===== src/rtl/cp0_register_file_if.sv =====
// cp0_register_file_if: CP0 submission bus between the submitter (master) and the register file (slave)
interface cp0_register_file_if;
  logic [5:0]  HWInt;
  logic [5:0]  interrupt_request;
  logic [31:0] new_SR;
  logic        SR_enable;
  logic [31:0] new_Cause;
  logic        Cause_enable;
  logic [31:0] new_EPC;
  logic        EPC_enable;
  logic [4:0]  read_address;
  logic [31:0] read_data;
  logic [31:0] current_SR;
  logic [31:0] current_EPC;
  modport master (
    output HWInt, new_SR, SR_enable, new_Cause, Cause_enable, new_EPC, EPC_enable, read_address,
    input  interrupt_request, read_data, current_SR, current_EPC
  );
  modport slave (
    input  HWInt, new_SR, SR_enable, new_Cause, Cause_enable, new_EPC, EPC_enable, read_address,
    output interrupt_request, read_data, current_SR, current_EPC
  );
endinterface


===== src/rtl/cp0_register_file.sv =====
// cp0_register_file: SR/Cause/EPC state with hardware interrupt sampling and mfc0 read port
module cp0_register_file #(
  parameter logic [31:0] PRID         = 32'h0000_5217,
  parameter bit          WRITE_BYPASS = 1'b1
) (
  input logic clk,
  input logic reset,
  cp0_register_file_if.slave bus
);
  localparam logic [31:0] SR_MASK    = 32'h0000_FC03;
  localparam logic [31:0] CAUSE_MASK = 32'h8000_007C;
  logic [31:0] sr, cause_w, epc, cause, ip_field, sr_rd, cause_rd, epc_rd;
  logic [5:0]  ip;
  always_ff @(posedge clk) begin
    if (reset) begin
      sr      <= '0;
      cause_w <= '0;
      epc     <= '0;
      ip      <= '0;
    end else begin
      ip <= bus.HWInt;
      if (bus.SR_enable) sr <= bus.new_SR & SR_MASK;
      if (bus.Cause_enable) cause_w <= bus.new_Cause & CAUSE_MASK;
      if (bus.EPC_enable) epc <= bus.new_EPC;
    end
  end
  assign ip_field = {16'h0, ip, 10'h0};
  assign cause    = cause_w | ip_field;
  // bypass is suppressed under reset so reads show the registered state
  always_comb begin
    sr_rd    = (WRITE_BYPASS && !reset && bus.SR_enable) ? bus.new_SR & SR_MASK : sr;
    cause_rd = (WRITE_BYPASS && !reset && bus.Cause_enable) ? (bus.new_Cause & CAUSE_MASK) | ip_field : cause;
    epc_rd   = (WRITE_BYPASS && !reset && bus.EPC_enable) ? bus.new_EPC : epc;
    bus.read_data = bus.read_address == 5'd12 ? sr_rd :
                    bus.read_address == 5'd13 ? cause_rd :
                    bus.read_address == 5'd14 ? epc_rd :
                    bus.read_address == 5'd15 ? PRID : 32'h0;
  end
  assign bus.current_SR        = sr;
  assign bus.current_EPC       = epc;
  assign bus.interrupt_request = ip;
endmodule

===== src/flat_wrapper.sv =====
// flat-port wrapper written by rule: the top's interface ports become plain ports
module cp0_register_file_flat 
#(
  parameter logic [31:0] PRID         = 32'h0000_5217,
  parameter bit          WRITE_BYPASS = 1'b1
)
  (clk, reset, bus_HWInt, bus_new_SR, bus_SR_enable, bus_new_Cause, bus_Cause_enable, bus_new_EPC, bus_EPC_enable, bus_read_address, bus_interrupt_request, bus_read_data, bus_current_SR, bus_current_EPC);
  cp0_register_file_if bus_i ();
  input logic clk;
  input logic reset;
  input wire logic [$bits(bus_i.HWInt)-1:0] bus_HWInt;
  input wire logic [$bits(bus_i.new_SR)-1:0] bus_new_SR;
  input wire logic [$bits(bus_i.SR_enable)-1:0] bus_SR_enable;
  input wire logic [$bits(bus_i.new_Cause)-1:0] bus_new_Cause;
  input wire logic [$bits(bus_i.Cause_enable)-1:0] bus_Cause_enable;
  input wire logic [$bits(bus_i.new_EPC)-1:0] bus_new_EPC;
  input wire logic [$bits(bus_i.EPC_enable)-1:0] bus_EPC_enable;
  input wire logic [$bits(bus_i.read_address)-1:0] bus_read_address;
  output wire logic [$bits(bus_i.interrupt_request)-1:0] bus_interrupt_request;
  output wire logic [$bits(bus_i.read_data)-1:0] bus_read_data;
  output wire logic [$bits(bus_i.current_SR)-1:0] bus_current_SR;
  output wire logic [$bits(bus_i.current_EPC)-1:0] bus_current_EPC;
  assign bus_i.HWInt = bus_HWInt;
  assign bus_i.new_SR = bus_new_SR;
  assign bus_i.SR_enable = bus_SR_enable;
  assign bus_i.new_Cause = bus_new_Cause;
  assign bus_i.Cause_enable = bus_Cause_enable;
  assign bus_i.new_EPC = bus_new_EPC;
  assign bus_i.EPC_enable = bus_EPC_enable;
  assign bus_i.read_address = bus_read_address;
  assign bus_interrupt_request = bus_i.interrupt_request;
  assign bus_read_data = bus_i.read_data;
  assign bus_current_SR = bus_i.current_SR;
  assign bus_current_EPC = bus_i.current_EPC;
  cp0_register_file #(.PRID(PRID), .WRITE_BYPASS(WRITE_BYPASS)) u_core (.clk(clk), .reset(reset), .bus(bus_i));
endmodule

===== config.mk =====
export PLATFORM = sky130hd
export DESIGN_NAME = cp0_register_file_flat
export DESIGN_NICKNAME = d
export VERILOG_FILES = /design/src/rtl/cp0_register_file_if.sv /design/src/rtl/cp0_register_file.sv /design/src/flat_wrapper.sv
export SDC_FILE = /design/constraint.sdc
export NUM_CORES = 1
export LEC_CHECK = 0
export ABC_AREA = 1
export CORE_MARGIN = 2
export CORE_UTILIZATION = 30
export CTS_CLUSTER_DIAMETER = 80
export DETAILED_ROUTE_END_ITERATION = 12
export HOLD_SLACK_MARGIN = 0.06
export PLACE_DENSITY = 0.74
export SYNTH_ARGS = -nofsm -noshare
export SYNTH_HDL_FRONTEND = slang
export SYNTH_SLANG_ARGS = --single-unit

===== constraint.sdc =====
create_clock -name clk -period 1.4 [get_ports clk]
set_input_delay 0.35 -clock clk [delete_from_list [all_inputs] [get_ports clk]]
set_output_delay 0.35 -clock clk [all_outputs]
set_load 0.005 [all_outputs]

==> metrics <==
worst-case reg-to-reg path depth 3; final period utilization 124%; Max Freq 0.575 GHz; YS warnings 0; endpoint class of the critical path primary output; most frequent cells in the layout buf_4, inv_1, nand2_1, nand3_1, clkdlybuf4s50_1; Worst EP arrival 1390 ps; overall power 3.68 mW; commonest non-fill, non-tap cell in the layout buf_4; worst hold path type in2reg; leak pwr 3.08 nW; area added between synthesis and finish 93.9%; IO Port Bufs 139; cell family with most CP delay buffers and inverters; Max Cap Viol 0; DR WL/cell 14.0 um; placed insts 777; GP Congestion 0.873; vias in the first global route 3,602; DR pass1 iterations 4; outcome complete, but fails checks; Routed Antenna Nets 0; pin count of the biggest net entering global routing 33; critical path's largest stage delay 130 ps; fin cells 823; Syn Area/Cell 6.49 um^2; core area 0.00968 mm^2; CTS buffer count 5; Slew Viols, Final 0; clk_skew 0 ps; post-DP HPWL 7.59 mm; remaining global-route overflow 0; NumNets Final 801; Synth Cell Area 0.00296 mm^2; Ports 214; Worst Setup Start Kind primary input; fin worst setup slack -340 ps; Die W 103 um; H-tree depth 2; DRC viols 0; worst skew pair latency 300 ps; setup TNS -8620 ps; CP max FO 6; failing checks negative setup slack; Cell variety after synth 23; synth top area cells dfxtp_1, nand2_1, nand3_1, inv_1, buf_4; crit path buf inv count 5; CTS Root Cell clkbuf_8; Worst Hold Depth 3; First DRT Iteration DRCs 156; clock buffer depth 2; Levels on crit path 11; CTS tree built; CP max stage cell nor2_4; total track usage 20.7%; CTS Sinks 52; power per cell area 642 mW/mm^2; hold_ws 337 ps; Via Count 3,767; Layout Utilization 59.3%; Die Area 0.0107 mm^2; DR vias/cell 4.58; Core Rows 36; Worst EP required 1050 ps; clock transition at the registers of the reported paths 90 ps; initial antenna violation count 0; final hold violation count 0; Syn Inst Count 456; RSZ-0062 raised after global routing true; layout cells sized above 1 42.6%; ant diodes 0; sequential area share after synthesis 35.1%; crit-path cells buf_6 -> nand2_4 -> nor2_4 -> nand2_4 -> nor2_4 -> buf_12 -> buf_12 -> buf_12 -> nand2_4 -> nand3_2 -> buf_2; Final Critical Period 1740 ps; Initial Util 30.6%; Die H 103 um; crit path kind in2out; #FFs+latches synth 52; global-route wire length before repair 17.0 mm; # setup viols final 32; VDD IR max 414 uV; Yosys top cell area share 35.1%; cell taking the most area after synthesis dfxtp_1; Routed WL 11.5 mm
power by group:
group	leakage [nW]	switching [mW]	internal [mW]	total (mW)
combinational	2.58	0.508	0.630	1.14
clock	0.0516	0.513	0.405	0.919
sequential	0.445	0.0476	1.58	1.63
total	3.08	1.07	2.62	3.68
registers in the layout, summed over array words and instances (netlist names):
register and cells:
u_core.bus.current_SR 8, u_core.cause_w 6, u_core.bus.current_EPC 32, u_core.bus.interrupt_request 6
logic make-up after synthesis:
kind of cell	after synthesis	synth area share, %
other	1	0.127
AO/OA/AOI/OAI	86	15.0
buffers and inverters	136	23.4
AND/OR/NAND/NOR	181	26.3
flip-flops	52	35.2
Yosys cell counts:
library cell,number
inv_2,1
nor2_1,11
nor2_4,1
dfxtp_1,52
nand2_4,1
buf_1,2
a21oi_1,6
nand2_1,104
nand3_1,60
o22ai_1,10
o21ai_1,28
inv_1,79
conb_1,1
inv_4,1
or2_2,1
nor2_2,1
buf_6,6
nand2_2,2
buf_2,9
clkbuf_1,4
o21ai_0,42
clkbuf_2,1
buf_4,33
worst register-to-register path, stage by stage (launching register included):
cell and delay, ps:
dfxtp_2 340, buf_4 130, nand3_1 100, nand2_1 70
through the flow:
stage,instance area [um^2],worst slack [ps]
floorplan,3080,0.0595
global placement,4900,-1150
detailed placement,4900,-1180
CTS,5610,-309
global route,5740,-380
finish,5740,-340
path summary, 6_finish.rpt:
kind,from,end,slack (ps)
worst min register to register,u_core.cause_w[2],u_core.cause_w[2],490
worst min-delay path,bus_new_EPC[9],u_core.bus.current_EPC[9],340
worst max-delay path,bus_read_address[2],bus_read_data[10],-340
worst max register to register,u_core.bus.current_EPC[14],u_core.bus.current_EPC[14],650
area by class of cell:
| cell class | instances | area [um^2] |
|---|---|---|
| repair buffers | 257 | 2400 |
| flip-flops and latches | 52 | 1090 |
| clock inverters | 2 | 13.8 |
| fillers | 824 | 3940 |
| well taps | 133 | 166 |
| inverters | 81 | 319 |
| multi-input cells | 292 | 1660 |
| clock buffers | 6 | 82.6 |
metal layers:
layer	track usage [%]	routed length, um
met3	3.83	708
met2	37.4	5880
met5	0	0
met1	24.6	4710
met4	6.68	221
what timing repair did:
action | 4_1_cts | 5_1_grt
hold buffers | 0 | 0
buffers inserted | 31 | 4
gates resized for setup | 384 | 61
gates cloned | 8 | 1
endpoints found under the setup margin | 78 | 57
pin swaps | 31 | 15
(Power assumes the default switching activity.)
